## src/rtl/joypad_pkg.sv

```systemverilog
`default_nettype none
// ============================================================================
// Module      : joypad_pkg
// Description : Shared types and constants for the NES controller port.
//               - scan_state_t : pad scanner FSM states
//               - BTN_*        : bit positions of each button in a snapshot
//               - OPEN_BUS_HI  : upper 7 bits returned on $4016/$4017 reads
// Revision    : 1.0 - initial release
// ============================================================================
package joypad_pkg;

    typedef enum logic [2:0] {
        IDLE   = 3'd0,
        LATCH  = 3'd1,
        CLK_HI = 3'd2,
        CLK_LO = 3'd3,
        COMMIT = 3'd4
    } scan_state_t;

    // Serial order out of the pad shift register, bit0 first.
    localparam int BTN_A      = 0;
    localparam int BTN_B      = 1;
    localparam int BTN_SELECT = 2;
    localparam int BTN_START  = 3;
    localparam int BTN_UP     = 4;
    localparam int BTN_DOWN   = 5;
    localparam int BTN_LEFT   = 6;
    localparam int BTN_RIGHT  = 7;

    // Bit 6 set mimics the open-bus residue of the $40xx address high byte.
    localparam logic [6:0] OPEN_BUS_HI = 7'b0100000;

endpackage : joypad_pkg
`default_nettype wire

```

## src/rtl/joypad_scanner.sv

```systemverilog
`default_nettype none
// ============================================================================
// Module      : joypad_scanner
// Description : Scans two NES pads once per scan_req rising edge. Drives the
//               shared latch/clock lines, samples both serial data lines
//               through 2-FF synchronisers and commits both snapshots on the
//               same edge when all 8 bits are in.
// Ports       : CLOCK_50, reset (async, active-high)
//               scan_req              - rising edge starts a scan
//               pad1/2_data_n         - serial pad data, active-low, async
//               pad_latch, pad_clk    - shared pad control lines
//               buttons1/2            - committed snapshots, 1 = pressed
//               scan_busy             - high while a scan is in progress
// Revision    : 1.0 - initial release
// ============================================================================
module joypad_scanner
    import joypad_pkg::*;
#(
    parameter int CLK_HZ   = 50_000_000,
    parameter int LATCH_US = 12,
    parameter int PULSE_US = 6
) (
    input  logic       CLOCK_50,
    input  logic       reset,
    input  logic       scan_req,
    input  logic       pad1_data_n,
    input  logic       pad2_data_n,
    output logic       pad_latch,
    output logic       pad_clk,
    output logic [7:0] buttons1,
    output logic [7:0] buttons2,
    output logic       scan_busy
);

    localparam int LATCH_CYC = CLK_HZ / 1_000_000 * LATCH_US;
    localparam int PULSE_CYC = CLK_HZ / 1_000_000 * PULSE_US;
    localparam int CNT_MAX   = (LATCH_CYC > PULSE_CYC) ? LATCH_CYC : PULSE_CYC;
    localparam int CNT_W     = $clog2(CNT_MAX);

    localparam logic [CNT_W-1:0] c_LATCH_LAST = CNT_W'(LATCH_CYC - 1);
    localparam logic [CNT_W-1:0] c_PULSE_LAST = CNT_W'(PULSE_CYC - 1);

    logic [1:0]       r_p1_sync;
    logic [1:0]       r_p2_sync;
    logic             r_scan_req_d;
    scan_state_t      r_state;
    logic [CNT_W-1:0] r_cyc;
    logic [2:0]       r_bitcnt;
    logic [7:0]       r_tmp1;
    logic [7:0]       r_tmp2;

    logic             w_p1_pressed;
    logic             w_p2_pressed;
    logic             w_scan_rise;

    // Synchronisers idle at 1 (released / not pressed).
    always_ff @(posedge CLOCK_50 or posedge reset) begin
        if (reset) begin
            r_p1_sync    <= 2'b11;
            r_p2_sync    <= 2'b11;
            r_scan_req_d <= 1'b0;
        end else begin
            r_p1_sync    <= {r_p1_sync[0], pad1_data_n};
            r_p2_sync    <= {r_p2_sync[0], pad2_data_n};
            r_scan_req_d <= scan_req;
        end
    end

    assign w_p1_pressed = ~r_p1_sync[1];
    assign w_p2_pressed = ~r_p2_sync[1];
    assign w_scan_rise  = scan_req & ~r_scan_req_d;

    // Edges arriving outside IDLE are simply dropped, never queued.
    always_ff @(posedge CLOCK_50 or posedge reset) begin
        if (reset) begin
            r_state   <= IDLE;
            r_cyc     <= '0;
            r_bitcnt  <= 3'd0;
            r_tmp1    <= 8'h00;
            r_tmp2    <= 8'h00;
            pad_latch <= 1'b0;
            pad_clk   <= 1'b0;
            scan_busy <= 1'b0;
            buttons1  <= 8'h00;
            buttons2  <= 8'h00;
        end else begin
            case (r_state)
                IDLE: begin
                    r_cyc <= '0;
                    if (w_scan_rise) begin
                        r_state   <= LATCH;
                        pad_latch <= 1'b1;
                        scan_busy <= 1'b1;
                    end
                end
                LATCH: begin
                    if (r_cyc == c_LATCH_LAST) begin
                        // Latch high presents bit0 on both data lines.
                        r_tmp1[0] <= w_p1_pressed;
                        r_tmp2[0] <= w_p2_pressed;
                        r_bitcnt  <= 3'd1;
                        r_cyc     <= '0;
                        pad_latch <= 1'b0;
                        pad_clk   <= 1'b1;
                        r_state   <= CLK_HI;
                    end else begin
                        r_cyc <= r_cyc + 1'b1;
                    end
                end
                CLK_HI: begin
                    if (r_cyc == c_PULSE_LAST) begin
                        r_cyc   <= '0;
                        pad_clk <= 1'b0;
                        r_state <= CLK_LO;
                    end else begin
                        r_cyc <= r_cyc + 1'b1;
                    end
                end
                CLK_LO: begin
                    if (r_cyc == c_PULSE_LAST) begin
                        // Sample at the end of the low phase so the pad's
                        // post-clock data has long settled.
                        r_tmp1[r_bitcnt] <= w_p1_pressed;
                        r_tmp2[r_bitcnt] <= w_p2_pressed;
                        r_cyc            <= '0;
                        if (r_bitcnt == 3'd7) begin
                            r_state <= COMMIT;
                        end else begin
                            r_bitcnt <= r_bitcnt + 3'd1;
                            pad_clk  <= 1'b1;
                            r_state  <= CLK_HI;
                        end
                    end else begin
                        r_cyc <= r_cyc + 1'b1;
                    end
                end
                COMMIT: begin
                    buttons1  <= r_tmp1;
                    buttons2  <= r_tmp2;
                    scan_busy <= 1'b0;
                    r_state   <= IDLE;
                end
                default: begin
                    r_state   <= IDLE;
                    pad_latch <= 1'b0;
                    pad_clk   <= 1'b0;
                    scan_busy <= 1'b0;
                end
            endcase
        end
    end

endmodule : joypad_scanner
`default_nettype wire

```

## src/rtl/joypad_port.sv

```systemverilog
`default_nettype none
// ============================================================================
// Module      : joypad_port
// Description : NES $4016/$4017 controller registers. A scanner fills the
//               pad snapshots once per frame; the CPU strobes them into two
//               shift registers and reads them out serially.
// Ports       : CLOCK_50, reset (async, active-high)
//               cpu_ce/cs/addr0/we/data_in - CPU bus access
//               cpu_data_out               - read data (combinational)
//               scan_req                   - rising edge starts a pad scan
//               pad_latch, pad_clk         - shared pad control lines
//               pad1/2_data_n              - serial pad data, active-low
//               buttons1/2, scan_busy      - snapshots and scan status
// Revision    : 1.0 - initial release
// ============================================================================
module joypad_port
    import joypad_pkg::*;
#(
    parameter int CLK_HZ   = 50_000_000,
    parameter int LATCH_US = 12,
    parameter int PULSE_US = 6
) (
    input  logic       CLOCK_50,
    input  logic       reset,
    input  logic       cpu_ce,
    input  logic       cpu_cs,
    input  logic       cpu_addr0,
    input  logic       cpu_we,
    input  logic [7:0] cpu_data_in,
    output logic [7:0] cpu_data_out,
    input  logic       scan_req,
    output logic       pad_latch,
    output logic       pad_clk,
    input  logic       pad1_data_n,
    input  logic       pad2_data_n,
    output logic [7:0] buttons1,
    output logic [7:0] buttons2,
    output logic       scan_busy
);

    logic       r_strobe;
    logic [7:0] r_shift1;
    logic [7:0] r_shift2;

    logic       w_acc;
    logic       w_strobe_wr;
    logic       w_read;
    logic       w_sel_bit;
    logic       w_unused_data;

    joypad_scanner #(
        .CLK_HZ   (CLK_HZ),
        .LATCH_US (LATCH_US),
        .PULSE_US (PULSE_US)
    ) u_scanner (
        .CLOCK_50    (CLOCK_50),
        .reset       (reset),
        .scan_req    (scan_req),
        .pad1_data_n (pad1_data_n),
        .pad2_data_n (pad2_data_n),
        .pad_latch   (pad_latch),
        .pad_clk     (pad_clk),
        .buttons1    (buttons1),
        .buttons2    (buttons2),
        .scan_busy   (scan_busy)
    );

    assign w_acc         = cpu_ce & cpu_cs;
    assign w_strobe_wr   = w_acc & cpu_we & ~cpu_addr0;
    assign w_read        = w_acc & ~cpu_we;
    assign w_unused_data = ^cpu_data_in[7:1];

    always_ff @(posedge CLOCK_50 or posedge reset) begin
        if (reset) begin
            r_strobe <= 1'b0;
        end else if (w_strobe_wr) begin
            r_strobe <= cpu_data_in[0];
        end
    end

    // Strobe high reloads every cycle, so reads see bit0 and never shift.
    // The reload samples the registered snapshot, so a same-cycle commit
    // lands one cycle later.
    always_ff @(posedge CLOCK_50 or posedge reset) begin
        if (reset) begin
            r_shift1 <= 8'h00;
            r_shift2 <= 8'h00;
        end else if (r_strobe) begin
            r_shift1 <= buttons1;
            r_shift2 <= buttons2;
        end else if (w_read) begin
            // Fill with 1 so reads past the eighth return 1.
            if (cpu_addr0) begin
                r_shift2 <= {1'b1, r_shift2[7:1]};
            end else begin
                r_shift1 <= {1'b1, r_shift1[7:1]};
            end
        end
    end

    assign w_sel_bit    = cpu_addr0 ? r_shift2[0] : r_shift1[0];
    assign cpu_data_out = (cpu_cs && !cpu_we) ? {OPEN_BUS_HI, w_sel_bit} : 8'h00;

endmodule : joypad_port
`default_nettype wire

```

## config.mk

```make
export PLATFORM = sky130hd
export DESIGN_NAME = joypad_port
export DESIGN_NICKNAME = d
export VERILOG_FILES = /design/src/rtl/joypad_pkg.sv /design/src/rtl/joypad_scanner.sv /design/src/rtl/joypad_port.sv
export SDC_FILE = /design/constraint.sdc
export NUM_CORES = 1
export LEC_CHECK = 0
export CAP_MARGIN = 20
export CORE_MARGIN = 8
export CORE_UTILIZATION = 50
export CTS_CLUSTER_DIAMETER = 200
export CTS_CLUSTER_SIZE = 40
export DETAILED_ROUTE_END_ITERATION = 10
export PLACE_DENSITY = 0.7
export SLEW_MARGIN = 25
export SYNTH_ARGS = -nofsm -noshare
export SYNTH_HDL_FRONTEND = slang
export SYNTH_SLANG_ARGS = --single-unit
export TNS_END_PERCENT = 1
```

## constraint.sdc

```tcl
create_clock -name CLOCK_50 -period 2.3 [get_ports CLOCK_50]
set_input_delay 0.23 -clock CLOCK_50 [delete_from_list [all_inputs] [get_ports CLOCK_50]]
set_output_delay 0.23 -clock CLOCK_50 [all_outputs]
set_load 0.02 [all_outputs]
```

==> flow_summary.ini, run 1 <==
[run_status]
status = finished, final reports clean

[sta]
finalCriticalPeriod_ns = 2.035
setup_tns_ns = 0
timing.final.crit_share_pct = 88.46
hold_viol_final = 0
clock_skew_ns = 0.007398
drv_slew = 0
worstMarginPinSlew_ns = 0.9109
finalSetupViolCount = 0
rsz0062_at_grt = no
relSlewSlack_pct = 39.28
fmax_ghz = 0.4915

[routing]
met1Wirelength_um = 2917
dr.pass1.iters = 4
wl_met2_um = 2939
ant_nets = 0
met3WireLength_um = 293
drc = 0
wl_per_cell_um = 14.84
wirelength_um = 6279
highest_layer = met4
via_per_inst = 5.355
dr_total_vias = 2265
drt_iter0_drc = 61

[floorplan]
design.die.area_um2 = 9759
pin_count = 44
fp-row-count = 30
core_um2 = 6719
start_util_pct = 51.01
die_w_um = 98.79
die_h_um = 98.79

[layout]
diodes = 0
finalNetCount = 358
area_delta_synth_final_pct = 16.54
design_area_um2 = 3994
drive_gt1_share_pct = 11.66
fin_util_pct = 59.44

[cts]
tritoncts = built
clk_latency_ns = 0.35
numCtsBuffers = 9
cts_max_level = 3
cts_resized = 0
clk_pin_slew_ns = 0.07
numClockSinks = 73
cts.path.max_buffers = 2
postCtsSetupRepairBufs = 0
cts_root_buf = clkbuf_8
ctsHoldBuffers = 0

[synthesis]
yosys_warnings = 0
synthesis.area_um2 = 3427
syn_area_per_cell_um2 = 11.20
ys_ff_latch = 73
synth_cells = 306
synthFlopType = dfrtp_1
yosysUniqueCellTypes = 52
seq_area_frac_synth_pct = 53.45
synth-edff-count = 0
async_flop_share_pct = 100.0

[critical_path]
crit_type = reg2reg
cp_max_fo = 6
arrival_ns = 2.30
required_ns = 2.57
end_kind = flop
slowest_stage = nor4_2
cpPeakStageDelay_ns = 0.48
reg2regPathDepth = 5
rrSetupSlack_ns = 0.27
cp.buffers_inverters = 0
startpoint_type = flop
timing.rr.start = u_scanner.r_cyc[0]
cp_top_family = simple AND/OR/NAND/NOR gates
rr_endpoint = u_scanner.r_tmp1[3]
crit_chain = ha_1, nor2b_1, nand4_2, nor4_2, mux2i_1

[placed_design]
place.gp.congestion = 0.8328
io_buffers = 30
dpl.hpwl_um = 4511
place_area_um2 = 3790

[global_routing]
grt_max_degree = 74
antenna_found_initial = 0
grt_overflow_total = 0
grt_usage_pct = 13.84
grt_pass1_wl_um = 10900
grt_pass1_vias = 2256

[hold_path]
hold_class = in2async

[power]
power_mw = 3.015
p_leak_nw = 1.827
powerDensity_nw_per_um2 = 755.0
max-vdd-ir-drop_uv = 352.6

[flow_run]
drv_cap = 0
==> registers in the layout, indices dropped and copies added (netlist names) <==
signal                  count
u_scanner.pad_clk           1
u_scanner.buttons2          8
u_scanner.r_scan_req_d      1
u_scanner.r_bitcnt          3
u_scanner.buttons1          8
u_scanner.r_tmp1            8
u_scanner.pad_latch         1
u_scanner.r_p1_sync         2
r_shift2                    8
u_scanner.r_state           3
u_scanner.r_cyc            10
r_shift1                    8
u_scanner.r_tmp2            8
r_strobe                    1
u_scanner.scan_busy         1
u_scanner.r_p2_sync         2
==> worst register-to-register path, stage by stage (launching register included) <==
cell	delay (ns)
dfrtp_1	0.39
ha_1	0.26
nor2b_1	0.39
nand4_2	0.19
nor4_2	0.48
mux2i_1	0.25
==> metal layers <==
metal,global-route usage [%],vias to the layer above
met5,0,-
met4,7.084,0
met2,21.05,43
li1,-,1116
met3,3.453,11
met1,17.82,1095
==> worst max-delay path by stage <==
stage / startpoint / end / slack (ns) / cells after the start
global placement: u_scanner.r_cyc[0] / u_scanner.r_cyc[8] / 0.32 / 5
CTS: u_scanner.r_cyc[0] / u_scanner.r_tmp1[3] / 0.23 / 5
finish: u_scanner.r_cyc[0] / u_scanner.r_tmp1[3] / 0.27 / 5
floorplan: reset / r_shift1[0] / 0.22 / 1
global route: u_scanner.r_cyc[0] / u_scanner.r_cyc[3] / 0.05 / 5
detailed placement: u_scanner.r_cyc[0] / u_scanner.r_tmp1[3] / 0.26 / 5
==> through the flow <==
stage                     cells  hold slack (ns)  setup WS [ns]
after global routing        423           0.2927        0.04827
after floorplan             311           0.2345         0.2233
after detailed placement    407           0.3479         0.2582
after CTS                   423           0.2707         0.2322
after global placement      407           0.3455         0.3153
final                       423           0.2716         0.2654
==> cells by family after synthesis <==
group / share of synthesized area, %
fa+ha+maj: 1.095
simple gates: 15.96
other cells: 0.1094
xor+xnor: 1.789
flops: 53.45
compound gates: 7.339
mux: 14.97
buf+inv: 5.294
==> layout make-up <==
| cell class | instances | area, um^2 |
|---|---|---|
| multi-input cells | 197 | 1439 |
| flip-flops and latches | 73 | 1832 |
| clock inverters | 5 | 56.30 |
| fillers | 562 | 2725 |
| inverters | 24 | 90.09 |
| well taps | 80 | 100.1 |
| clock buffers | 11 | 141.4 |
| repair buffers | 33 | 335.3 |
==> layout by cell type, fill, tap and decap left out, drive strengths merged, types with 2 or more instances in the layout <==
cell type      instances
ha                     3
o2bb2ai                2
nand3                  6
nor3                   6
and3b                  2
and2                   3
nor4b                  3
a211oi                 2
nor2b                  8
nand2b                 5
dfrtp                 69
clkbuf                11
xnor2                  3
nor2                  19
conb                   6
and4                   2
buf                    3
clkinv                 3
mux2i                 31
nand4                  8
a21oi                  8
mux2                  18
nand2                 21
a31oi                  3
inv                   24
nor4                   2
xor2                   4
clkdlybuf4s50         30
dfstp                  4
o21ai                 16
==> cells in the mapped netlist (2+ instances only) <==
library cell | count | area share [%]
dfrtp_1 | 69 | 50
mux2i_1 | 31 | 9.1
inv_1 | 24 | 2.6
nand2_1 | 21 | 2.3
nor2_1 | 19 | 2.1
o21ai_0 | 11 | 1.6
mux2_1 | 10 | 3.3
a21oi_1 | 8 | 1.2
mux2_2 | 8 | 2.6
nor2b_1 | 8 | 1.5
nand4_1 | 7 | 1.3
buf_4 | 6 | 1.3
nand3_1 | 6 | 0.88
nor3_1 | 6 | 0.88
nand2b_1 | 5 | 0.91
o21ai_1 | 5 | 0.73
buf_2 | 4 | 0.58
clkbuf_1 | 4 | 0.44
dfstp_2 | 4 | 3.1
xor2_1 | 4 | 1.0
a31oi_1 | 3 | 0.55
and2_1 | 3 | 0.55
buf_1 | 3 | 0.33
ha_1 | 3 | 1.1
xnor2_1 | 3 | 0.77
and3b_1 | 2 | 0.51
and4_1 | 2 | 0.51
nor4b_1 | 2 | 0.51
o2bb2ai_1 | 2 | 0.51
==> power breakdown <==
part           switching (mW)  internal [mW]
clock network           0.468          0.529
registers               0.151           1.42
logic                   0.236          0.209
(Power assumes the default switching activity.)
==> run 2: changes to the inputs <==
Settings changed: CTS_CLUSTER_DIAMETER 200 to 100.
Clock period 2.3 ns to 2.05 ns, I/O delays scaled along.
==> run 2 against run 1 <==
  * Utilization grew 1.4 points
  * Critical path depth is the same
  * Cell count rose by 1.7%
  * Critical path type unchanged
  * Largest cell class unchanged
==> flow_summary.ini, run 2 (synthesis gave the netlist of run 1 again) <==
[run_status]
status = finished, final reports clean

[cts]
postCtsSetupRepairBufs = 0
clk_pin_slew_ns = 0.08
cts_max_level = 3
cts_root_buf = clkbuf_8
clk_latency_ns = 0.34
cts_resized = 0
ctsHoldBuffers = 0
numCtsBuffers = 9
cts.path.max_buffers = 2
tritoncts = built
numClockSinks = 73

[floorplan]
pin_count = 44
die_h_um = 98.79
design.die.area_um2 = 9759
start_util_pct = 51.01
core_um2 = 6719
die_w_um = 98.79
fp-row-count = 30

[routing]
via_per_inst = 5.349
wirelength_um = 6771
dr.pass1.iters = 4
drc = 0
wl_per_cell_um = 15.75
ant_nets = 0
dr_total_vias = 2300
drt_iter0_drc = 61

[critical_path]
rrSetupSlack_ns = 0.12
cp_max_fo = 5
reg2regPathDepth = 5
rr_endpoint = u_scanner.r_tmp2[7]
crit_type = reg2reg
crit_chain = ha_1, nor2b_1, nand4_2, or4_4, mux2i_1
startpoint_type = flop
required_ns = 2.27
arrival_ns = 2.15
end_kind = flop
cpPeakStageDelay_ns = 0.53
slowest_stage = or4_4
timing.rr.start = u_scanner.r_cyc[0]

[layout]
finalNetCount = 365
multi_input_area_um2 = 1441
final_common_cell = dfrtp_1
area_delta_synth_final_pct = 19.28
largest_reg_flops = 10
n_fill_cell = 548
diodes = 0
top_register = u_scanner.r_cyc
drive_gt1_share_pct = 13.71
ff_latch_area_um2 = 1832
mostFrequentLayoutCells = 69 x dfrtp_1, 31 x mux2i_1, 30 x clkdlybuf4s50_1, 23 x inv_1, 21 x nand2_1

[sta]
drv_slew = 0
finalSetupViolCount = 0
setup_tns_ns = 0
finalCriticalPeriod_ns = 1.929
hold_viol_final = 0
timing.final.crit_share_pct = 94.08
clock_skew_ns = 0.01011
fmax_ghz = 0.5185
rsz0062_at_grt = no
worstMarginPinSlew_ns = 0.9401
relSlewSlack_pct = 37.33

[power]
max-vdd-ir-drop_uv = 483.8
p_leak_nw = 1.879
power_mw = 3.545
powerDensity_nw_per_um2 = 867.1

[global_routing]
grt_max_degree = 29
grt_pass1_vias = 2357
grt_overflow_total = 0
grt_pass1_wl_um = 11460
antenna_found_initial = 0
grt_usage_pct = 14.66

[placed_design]
io_buffers = 30
place.gp.congestion = 0.7937
dpl.hpwl_um = 4795

[hold_path]
hold_class = in2async

[flow_run]
drv_cap = 0
run 2: cell types whose count changed in the layout (fill, tap and decap cells not counted), sizes merged:
cell	previous run	this run
bufinv	1	2
buf	3	10
inv	24	23
run 2: worst max path at each step:
stage	start	to	cells past startpoint
5_1_grt	u_scanner.r_cyc[6]	u_scanner.r_tmp2[1]	4
4_1_cts	u_scanner.r_cyc[0]	u_scanner.r_tmp2[7]	5
6_report	u_scanner.r_cyc[0]	u_scanner.r_tmp2[7]	5
2_1_floorplan	u_scanner.r_cyc[0]	u_scanner.r_tmp1[7]	5
3_5_place_dp	cpu_cs	r_shift2[6]	4
3_3_place_gp	cpu_addr0	r_shift1[3]	4
run 2: area by class of cell:
cell class | count | area share [%]
Multi-Input combinational cell | 197 | 35.26
Clock inverter | 5 | 1.928
Inverter | 24 | 2.296
Tap cell | 80 | 2.449
Timing Repair Buffer | 40 | 9.795
Sequential cell | 73 | 44.81
Clock buffer | 11 | 3.459
run 2: stage by stage:
stage | hold slack [ns] | worst slack [ns] | std cells | area (um^2) | util [%]
after floorplan | 0.2095 | 0.2558 | 311 | 3450 | -
after global placement | 0.3461 | 0.1346 | 414 | 3859 | 57.43
after detailed placement | 0.3472 | 0.05713 | 414 | 3859 | 57.43
after CTS | 0.2594 | 0.1078 | 430 | 4079 | 60.71
after global routing | 0.2503 | 0.03097 | 430 | 4088 | 60.84
final | 0.2675 | 0.1213 | 430 | 4088 | 60.84
run 2: where the power goes:
group          internal, mW  leakage [nW]  switching (mW)
clock                 0.717         0.113           0.529
sequential             1.60         0.966           0.174
combinational         0.249         0.800           0.279
run 2: worst max-delay path, delay by kind of cell (launching register included):
| kind | cells | cell delay (ns) |
|---|---|---|
| DFF | 1 | 0.39 |
| and+or+nand+nor | 3 | 1.03 |
| adders and majority gates | 1 | 0.24 |
| muxes | 1 | 0.14 |
run 2: per-layer routing:
layer | vias up | global-route usage (%) | wire length, um
met5 | - | 0 | 0
met4 | 0 | 5.667 | 95
met3 | 10 | 4.228 | 329
met2 | 40 | 23.80 | 3287
met1 | 1129 | 17.92 | 3058
li1 | 1121 | - | -
